### config.mk
export PLATFORM = sky130hd
export DESIGN_NAME = counter_scheduler_flat
export DESIGN_NICKNAME = d
export VERILOG_FILES = /design/src/rtl/counter_sched_pkg.sv /design/src/rtl/counter_scheduler_if.sv /design/src/rtl/counter_sched_wdog.sv /design/src/rtl/counter_scheduler.sv /design/src/flat_wrapper.sv
export SDC_FILE = /design/constraint.sdc
export NUM_CORES = 1
export LEC_CHECK = 0
export CAP_MARGIN = 20
export CORE_MARGIN = 8
export CORE_UTILIZATION = 53
export CTS_CLUSTER_DIAMETER = 60
export DETAILED_ROUTE_END_ITERATION = 6
export PLACE_DENSITY = 0.89
export REMOVE_ABC_BUFFERS = 1
export SLEW_MARGIN = 10
export SYNTH_ARGS = -nofsm -noshare
export SYNTH_HDL_FRONTEND = slang
export SYNTH_SLANG_ARGS = --single-unit
### constraint.sdc
create_clock -name clk -period 3.6 [get_ports clk]
set_input_delay 0.36 -clock clk [delete_from_list [all_inputs] [get_ports clk]]
set_output_delay 0.36 -clock clk [all_outputs]
set_load 0.02 [all_outputs]
### src/rtl/counter_sched_pkg.sv
// -----------------------------------------------------------------------------
// counter_sched_pkg
// Shared definitions for the counter scheduler: channel count, counter result
// width, watchdog seconds width, the sequencer state encoding and a helper
// that tells whether a state belongs to an active sequence.
// Optional feature macro used elsewhere in this slice: COUNTER_SCHED_SAT_EN.
// -----------------------------------------------------------------------------
package counter_sched_pkg;

    localparam int NUM_CH    = 4;
    localparam int CNT_WIDTH = 32;

    // Wide enough for cfg_time (8 bits) + 2 + 1 without wrapping.
    localparam int SEC_WIDTH = 10;

    typedef enum logic [2:0] {
        IDLE      = 3'd0,
        ARM       = 3'd1,
        WAIT_STOP = 3'd2,
        CAPTURE   = 3'd3,
        GAP       = 3'd4,
        DONE      = 3'd5,
        ERROR     = 3'd6
    } state_t;

    // Active-sequence states: busy is high here and abort is honoured here.
    function automatic logic state_is_busy(input state_t s);
        return (s == ARM) || (s == WAIT_STOP) || (s == CAPTURE) || (s == GAP);
    endfunction

endpackage

### src/rtl/counter_scheduler_if.sv
// -----------------------------------------------------------------------------
// counter_scheduler_if
// Link between the scheduler (master) and the external counter (slave).
//   cnt_start : scheduler -> counter, one-cycle start strobe
//   cnt_stop  : counter -> scheduler, level, high for a finite window per run
//   cnt_data  : counter -> scheduler, per-channel results
// Handshake: cnt_start is a strobe with no ready/acknowledge; the counter
// accepts it unconditionally. cnt_stop acts as "valid" for cnt_data: the data
// is stable and meaningful only while cnt_stop is high, and there is no
// back-pressure -- the scheduler must consume it inside the stop window.
// -----------------------------------------------------------------------------
interface counter_scheduler_if;
    import counter_sched_pkg::*;

    logic                                 cnt_start;
    logic                                 cnt_stop;
    logic [NUM_CH-1:0][CNT_WIDTH-1:0]     cnt_data;

    modport master (
        output cnt_start,
        input  cnt_stop,
        input  cnt_data
    );

    modport slave (
        input  cnt_start,
        output cnt_stop,
        output cnt_data
    );

endinterface

### src/rtl/counter_sched_wdog.sv
// -----------------------------------------------------------------------------
// counter_sched_wdog
// Whole-second watchdog: a CLK_FREQ-cycle prescaler feeding a seconds counter.
// Ports:
//   clk     : system clock
//   res     : synchronous active-high reset
//   clear   : synchronous clear of prescaler and seconds (wins over enable)
//   enable  : count while high, hold while low
//   seconds : whole seconds elapsed while enabled; saturates at all-ones
// -----------------------------------------------------------------------------
module counter_sched_wdog
    import counter_sched_pkg::*;
#(
    parameter int CLK_FREQ = 200000000
) (
    input  logic                 clk,
    input  logic                 res,
    input  logic                 clear,
    input  logic                 enable,
    output logic [SEC_WIDTH-1:0] seconds
);

    localparam int PRE_W = (CLK_FREQ > 1) ? $clog2(CLK_FREQ) : 1;
    localparam logic [PRE_W-1:0] PRE_LAST = PRE_W'(CLK_FREQ - 1);

    logic [PRE_W-1:0] prescale;

    always_ff @(posedge clk) begin
        if (res || clear) begin
            prescale <= '0;
            seconds  <= '0;
        end else if (enable) begin
            if (prescale == PRE_LAST) begin
                prescale <= '0;
                // Saturate so a stuck sequence cannot wrap back under the limit.
                if (seconds != '1) begin
                    seconds <= seconds + SEC_WIDTH'(1);
                end
            end else begin
                prescale <= prescale + PRE_W'(1);
            end
        end
    end

endmodule

### src/rtl/counter_scheduler.sv
// -----------------------------------------------------------------------------
// counter_scheduler
// Sequences a number of runs of an external counter: strobes the counter,
// waits for its stop edge, accumulates the per-channel results, and repeats
// until the configured run count is reached. A whole-second watchdog aborts a
// run that never stops into the ERROR state.
// Optional build macro: COUNTER_SCHED_SAT_EN -- sums saturate instead of
// wrapping and a sat_flag output latches per-channel saturation.
// Ports:
//   clk, res            : clock, synchronous active-high reset
//   go                  : start pulse (honoured in IDLE/DONE/ERROR only)
//   abort               : level, ends an active sequence into IDLE
//   cfg_runs, cfg_time  : run count (0 means 1), per-run time in seconds
//   cnt (master)        : cnt_start / cnt_stop / cnt_data counter link
//   sum_data            : per-channel accumulated totals
//   run_idx             : completed runs in the current sequence
//   busy, done, timeout : status
//   sat_flag            : per-channel saturation (COUNTER_SCHED_SAT_EN only)
//   state_dbg           : current sequencer state
// -----------------------------------------------------------------------------
module counter_scheduler
    import counter_sched_pkg::*;
#(
    parameter int CLK_FREQ  = 200000000,
    parameter int SUM_WIDTH = 40
) (
    input  logic                              clk,
    input  logic                              res,
    input  logic                              go,
    input  logic                              abort,
    input  logic [7:0]                        cfg_runs,
    input  logic [7:0]                        cfg_time,
    counter_scheduler_if.master               cnt,
    output logic [NUM_CH-1:0][SUM_WIDTH-1:0]  sum_data,
    output logic [7:0]                        run_idx,
    output logic                              busy,
    output logic                              done,
    output logic                              timeout,
`ifdef COUNTER_SCHED_SAT_EN
    output logic [NUM_CH-1:0]                 sat_flag,
`endif
    output state_t                            state_dbg
);

    state_t                            state;
    logic [7:0]                        runs_q;
    logic [7:0]                        time_q;
    logic                              stop_q;
    logic                              stop_rise;
    logic                              wd_clear;
    logic                              wd_enable;
    logic                              wd_expired;
    logic [SEC_WIDTH-1:0]              seconds;
    logic [SEC_WIDTH-1:0]              wd_limit;
    logic [NUM_CH-1:0][SUM_WIDTH-1:0]  sum_next;
`ifdef COUNTER_SCHED_SAT_EN
    logic [SUM_WIDTH:0]                sum_wide;
    logic [NUM_CH-1:0]                 sat_hit;
`endif

    assign state_dbg = state;

    // Edge against the registered copy: a stop level that was already high
    // when WAIT_STOP was entered has stop_q high too, so it is not an edge.
    assign stop_rise = cnt.cnt_stop & ~stop_q;

    // Each run gets a fresh watchdog window; time spent in CAPTURE is a
    // single cycle and is not counted.
    assign wd_clear   = (state == ARM);
    assign wd_enable  = (state == WAIT_STOP) || (state == GAP);
    assign wd_limit   = SEC_WIDTH'(time_q) + SEC_WIDTH'(2);
    assign wd_expired = (seconds > wd_limit);

    counter_sched_wdog #(
        .CLK_FREQ (CLK_FREQ)
    ) u_wdog (
        .clk     (clk),
        .res     (res),
        .clear   (wd_clear),
        .enable  (wd_enable),
        .seconds (seconds)
    );

    // Next accumulated value per channel; counter data is zero-extended.
    always_comb begin
        sum_next = '0;
`ifdef COUNTER_SCHED_SAT_EN
        sum_wide = '0;
        sat_hit  = '0;
        for (int i = 0; i < NUM_CH; i++) begin
            sum_wide    = {1'b0, sum_data[i]} + (SUM_WIDTH + 1)'(cnt.cnt_data[i]);
            sat_hit[i]  = sum_wide[SUM_WIDTH];
            sum_next[i] = sat_hit[i] ? '1 : sum_wide[SUM_WIDTH-1:0];
        end
`else
        for (int i = 0; i < NUM_CH; i++) begin
            sum_next[i] = sum_data[i] + SUM_WIDTH'(cnt.cnt_data[i]);
        end
`endif
    end

    always_ff @(posedge clk) begin
        if (res) begin
            state         <= IDLE;
            runs_q        <= '0;
            time_q        <= '0;
            stop_q        <= 1'b0;
            cnt.cnt_start <= 1'b0;
            sum_data      <= '0;
            run_idx       <= '0;
            busy          <= 1'b0;
            done          <= 1'b0;
            timeout       <= 1'b0;
`ifdef COUNTER_SCHED_SAT_EN
            sat_flag      <= '0;
`endif
        end else begin
            stop_q        <= cnt.cnt_stop;
            cnt.cnt_start <= 1'b0;

            if (abort && state_is_busy(state)) begin
                // Abort keeps the partial results for inspection.
                state <= IDLE;
                busy  <= 1'b0;
            end else begin
                case (state)
                    IDLE, DONE, ERROR: begin
                        // abort in the same cycle suppresses go.
                        if (go && !abort) begin
                            sum_data      <= '0;
                            run_idx       <= '0;
                            done          <= 1'b0;
                            timeout       <= 1'b0;
                            runs_q        <= (cfg_runs == 8'd0) ? 8'd1 : cfg_runs;
                            time_q        <= cfg_time;
`ifdef COUNTER_SCHED_SAT_EN
                            sat_flag      <= '0;
`endif
                            busy          <= 1'b1;
                            cnt.cnt_start <= 1'b1;
                            state         <= ARM;
                        end
                    end

                    ARM: begin
                        // cnt_start was raised on entry and drops here.
                        state <= WAIT_STOP;
                    end

                    WAIT_STOP: begin
                        if (stop_rise) begin
                            state <= CAPTURE;
                        end else if (wd_expired) begin
                            timeout <= 1'b1;
                            busy    <= 1'b0;
                            state   <= ERROR;
                        end
                    end

                    CAPTURE: begin
                        sum_data <= sum_next;
`ifdef COUNTER_SCHED_SAT_EN
                        sat_flag <= sat_flag | sat_hit;
`endif
                        run_idx  <= run_idx + 8'd1;
                        state    <= GAP;
                    end

                    GAP: begin
                        if (!cnt.cnt_stop) begin
                            if (run_idx == runs_q) begin
                                done  <= 1'b1;
                                busy  <= 1'b0;
                                state <= DONE;
                            end else begin
                                cnt.cnt_start <= 1'b1;
                                state         <= ARM;
                            end
                        end else if (wd_expired) begin
                            timeout <= 1'b1;
                            busy    <= 1'b0;
                            state   <= ERROR;
                        end
                    end

                    default: begin
                        busy  <= 1'b0;
                        state <= IDLE;
                    end
                endcase
            end
        end
    end

endmodule

### src/flat_wrapper.sv
// flat-port wrapper written by rule: the top's interface ports become plain ports
module counter_scheduler_flat import counter_sched_pkg::*;
#(
    parameter int CLK_FREQ  = 200000000,
    parameter int SUM_WIDTH = 40
)
  (clk, res, go, abort, cfg_runs, cfg_time, sum_data, run_idx, busy, done, timeout, state_dbg, cnt_cnt_start, cnt_cnt_stop, cnt_cnt_data);
  counter_scheduler_if cnt_i ();
  input  logic clk;
  input  logic res;
  input  logic go;
  input  logic abort;
  input  logic [7:0] cfg_runs;
  input  logic [7:0] cfg_time;
  output logic [NUM_CH-1:0][SUM_WIDTH-1:0] sum_data;
  output logic [7:0] run_idx;
  output logic busy;
  output logic done;
  output logic timeout;
  output state_t state_dbg;
  output wire logic [$bits(cnt_i.cnt_start)-1:0] cnt_cnt_start;
  input wire logic [$bits(cnt_i.cnt_stop)-1:0] cnt_cnt_stop;
  input wire logic [$bits(cnt_i.cnt_data)-1:0] cnt_cnt_data;
  assign cnt_cnt_start = cnt_i.cnt_start;
  assign cnt_i.cnt_stop = cnt_cnt_stop;
  assign cnt_i.cnt_data = cnt_cnt_data;
  counter_scheduler #(.CLK_FREQ(CLK_FREQ), .SUM_WIDTH(SUM_WIDTH)) u_core (.clk(clk), .res(res), .go(go), .abort(abort), .cfg_runs(cfg_runs), .cfg_time(cfg_time), .cnt(cnt_i), .sum_data(sum_data), .run_idx(run_idx), .busy(busy), .done(done), .timeout(timeout), .state_dbg(state_dbg));
endmodule
==> impl_metrics.ini <==
[critical_path]
critical_path_class = flop to flop
worst_r2r_path_depth = 9
r2r-end = u_core.sum_data[79]$_SDFFE_PP0P_
worstPathRequired_ps = 4100
worstPathArrival_ps = 3690
path_max_fanout = 18
worst_setup_path_start_kind = flop
reg2reg_from = u_core.state_dbg[2]$_SDFFE_PP0P_
r2r_slack_ps = 410
crit_path_end_kind = flop

[yosys]
synth_cells = 1960
synth.avg_cell_area_um2 = 7.954
ys_seq_elements = 230
ys_warn_count = 0
synth-edff-count = 0
ys.flop_type = dfxtp_1
ys_seq_area_frac = 0.2953
synth_area_um2 = 15590
synthArstFlopShare = 0
synth.distinct_cells = 84

[timing]
period_share = 0.8864
setup_viol = 0
hold_viol = 0
maxSlewHeadroom = 0.4497
fin_skew_ps = 11.10
drv_slew = 0
worstMarginPinSlew_ps = 825.5
fmax_mhz = 313.4
rsz0062_at_grt = no
setup_tns_ps = 0
finalWorstSetupSlack_ps = 408.9
fin_crit_ps = 3191

[detailed_routing]
wl_met2_um = 23340
drt_iter0_markers = 1092
vias_per_cell = 6.009
drtPass1Iterations = 5
wl_met3_um = 4729
wirelength_met1_um = 20570
highest_layer = met5
remaining_drc_errors = 0
wirelength_um = 51330
wl_per_cell_um = 19.13
num_vias = 16130
ant_nets = 0

[clock_network]
cts_tree = done
cts_buffers = 30
clkLatencyLatePin_ps = 560
htreeDepth = 1
cts.clk_slew.worst_paths_ps = 60
cts_resized = 0
ctsHoldBuffers = 0
clock_path_buffers = 3
clockRootBuffer = clkbuf_16
post-cts-setup-buffers = 0
clkSinkCount = 230

[layout]
drive_above_1_share = 0.05362
multi_input_area_um2 = 10550
final_cell_mix = 322 x clkdlybuf4s50_1, 230 x dfxtp_1, 215 x nor2_1, 212 x nand2_1, 173 x a21oi_1
mostFrequentLayoutCell = clkdlybuf4s50_1
finalNonFillerCells = 2684
stdcell_area_um2 = 20360
nFillCells = 2221
regArea_um2 = 4604
syn2layout_area_growth_pct = 30.58
nets = 2565

[pwr]
ir_drop_v = 0.0003199
p_switching_uw = 2094
p_int_uw = 5028
power_frac_seq = 0.372
p_leak_uw = 0.008184
power_density_nw_per_um2 = 349.9
p_sw_frac = 0.2941
combinationalPowerShare = 0.181
clkPwrFrac = 0.447

[global_routing]
grt_pass1_wl_um = 81760
antenna_found_initial = 9
grt_pass1_vias = 15860
grt-ovfl-total = 0
grt_max_degree = 62
grt_use_total = 0.2761

[floorplan]
die-area_um2 = 35160
fp.dieW_um = 187.5
die_y_um = 187.5
core_area_um2 = 28860
io-pin-count = 324
row_count = 62
start_util = 0.5402

[min_path]
whs_endpoint = u_core.stop_q$_SDFF_PP0_
min_from = res
hp-class = input port to flop
whs_path_depth = 2

[flow_run]
cap_violations = 0

[placement]
place_inst = 2622
gp_congestion = 0.9899
dpl.hpwl_um = 38220
pre_cts_ws_ps = -137.5
port_buffers = 323
placed_area_um2 = 19280

[run_status]
status = completed
## cell type report
type,instances,share of cell area
clock buffer,36,0.04050
timing repair buffer,354,0.1701
tap,384,0.02360
sequential,230,0.2262
inverter,48,0.008851
multi-input combinational,1606,0.5183
clock inverter,20,0.01168
antenna,6,0.0007376
## cell families after synthesis
family	after synthesis	synth area share
AOI/OAI and AO/OA	601	0.2498
muxes	18	0.01156
DFF	230	0.2953
buffers and inverters	124	0.03002
and+or+nand+nor	668	0.1965
adders and majority gates	146	0.1196
xor gates and xnor gates	173	0.09719
## critical path, stage by stage, from the launching register on
cell and delay, ps:
dfxtp_1 650, clkinv_1 210, fa_1 530, a21boi_4 210
buf_4 240, a21oi_1 660, buf_4 290, nand2_1 60
a31oi_1 140, a41o_1 120
## cell usage after synthesis, types with 8 or more instances
library cell / number / share of area
inv_1: 46 / 0.011
and2_1: 10 / 0.0040
nand4_1: 30 / 0.012
clkbuf_1: 65 / 0.016
dfxtp_1: 230 / 0.30
nor2b_1: 11 / 0.0044
nand2b_1: 8 / 0.0032
nand3_1: 73 / 0.023
or3_1: 16 / 0.0064
a21o_1: 49 / 0.024
and4_1: 10 / 0.0056
xnor2_1: 90 / 0.051
o211ai_1: 20 / 0.0096
o21a_1: 19 / 0.0091
mux2i_1: 18 / 0.012
nor2_1: 217 / 0.052
o31ai_1: 11 / 0.0053
ha_1: 141 / 0.11
a22oi_1: 33 / 0.016
xor2_1: 83 / 0.047
nand2_1: 213 / 0.051
a211oi_1: 16 / 0.0077
o21bai_1: 18 / 0.0087
nor3_1: 21 / 0.0067
a31oi_1: 17 / 0.0068
a21oi_1: 174 / 0.056
and3_1: 23 / 0.0092
o21ai_0: 144 / 0.046
buf_1: 9 / 0.0022
## per-layer routing
| layer | up-vias | track usage |
|---|---|---|
| li1 | 7745 | - |
| met1 | 7476 | 0.3264 |
| met2 | 742 | 0.4566 |
| met3 | 159 | 0.07662 |
| met4 | 6 | 0.1342 |
| met5 | - | 0 |
## state kept, by name, indices dropped and copies added (netlist names)
register / cells
u_core.cnt.cnt_start: 1
u_core.sum_data: 160
u_core.runs_q: 8
u_core.run_idx: 8
u_core.time_q: 8
u_core.timeout: 1
u_core.u_wdog.prescale: 28
u_core.busy: 1
u_core.stop_q: 1
u_core.state_dbg: 3
u_core.u_wdog.seconds: 10
u_core.done: 1
## worst max path at each step
stage | start | endpoint | slack, ps | cells after the start
2_1_floorplan | u_core.state_dbg[2]$_SDFFE_PP0P_ | u_core.sum_data[104]$_SDFFE_PP0P_ | -730 | 5
3_3_place_gp | cnt_cnt_data[0] | u_core.sum_data[20]$_SDFFE_PP0P_ | -50 | 12
3_5_place_dp | cnt_cnt_data[0] | u_core.sum_data[24]$_SDFFE_PP0P_ | -140 | 12
4_1_cts | u_core.sum_data[0]$_SDFFE_PP0P_ | u_core.sum_data[24]$_SDFFE_PP0P_ | 380 | 11
5_1_grt | u_core.sum_data[0]$_SDFFE_PP0P_ | u_core.sum_data[24]$_SDFFE_PP0P_ | 160 | 11
6_report | u_core.state_dbg[2]$_SDFFE_PP0P_ | u_core.sum_data[79]$_SDFFE_PP0P_ | 410 | 9
## metrics by stage
step,total power [uW],util,hold slack [ps]
after floorplan,3391,-,426.7
after global placement,3936,0.6681,457.8
after detailed placement,3969,0.6681,469.2
after CTS,7150,0.7049,185.4
after global routing,7387,0.7054,215.2
final,7122,0.7054,203.1
## power by group through the flow
stage	sequential [uW]	combinational [uW]	clock, uW
after floorplan	2730	666	0
after global placement	2700	1230	0
after detailed placement	2710	1260	0
after CTS	2650	1270	3220
after global routing	2660	1390	3340
final	2650	1290	3180
(Power assumes the default switching activity.)
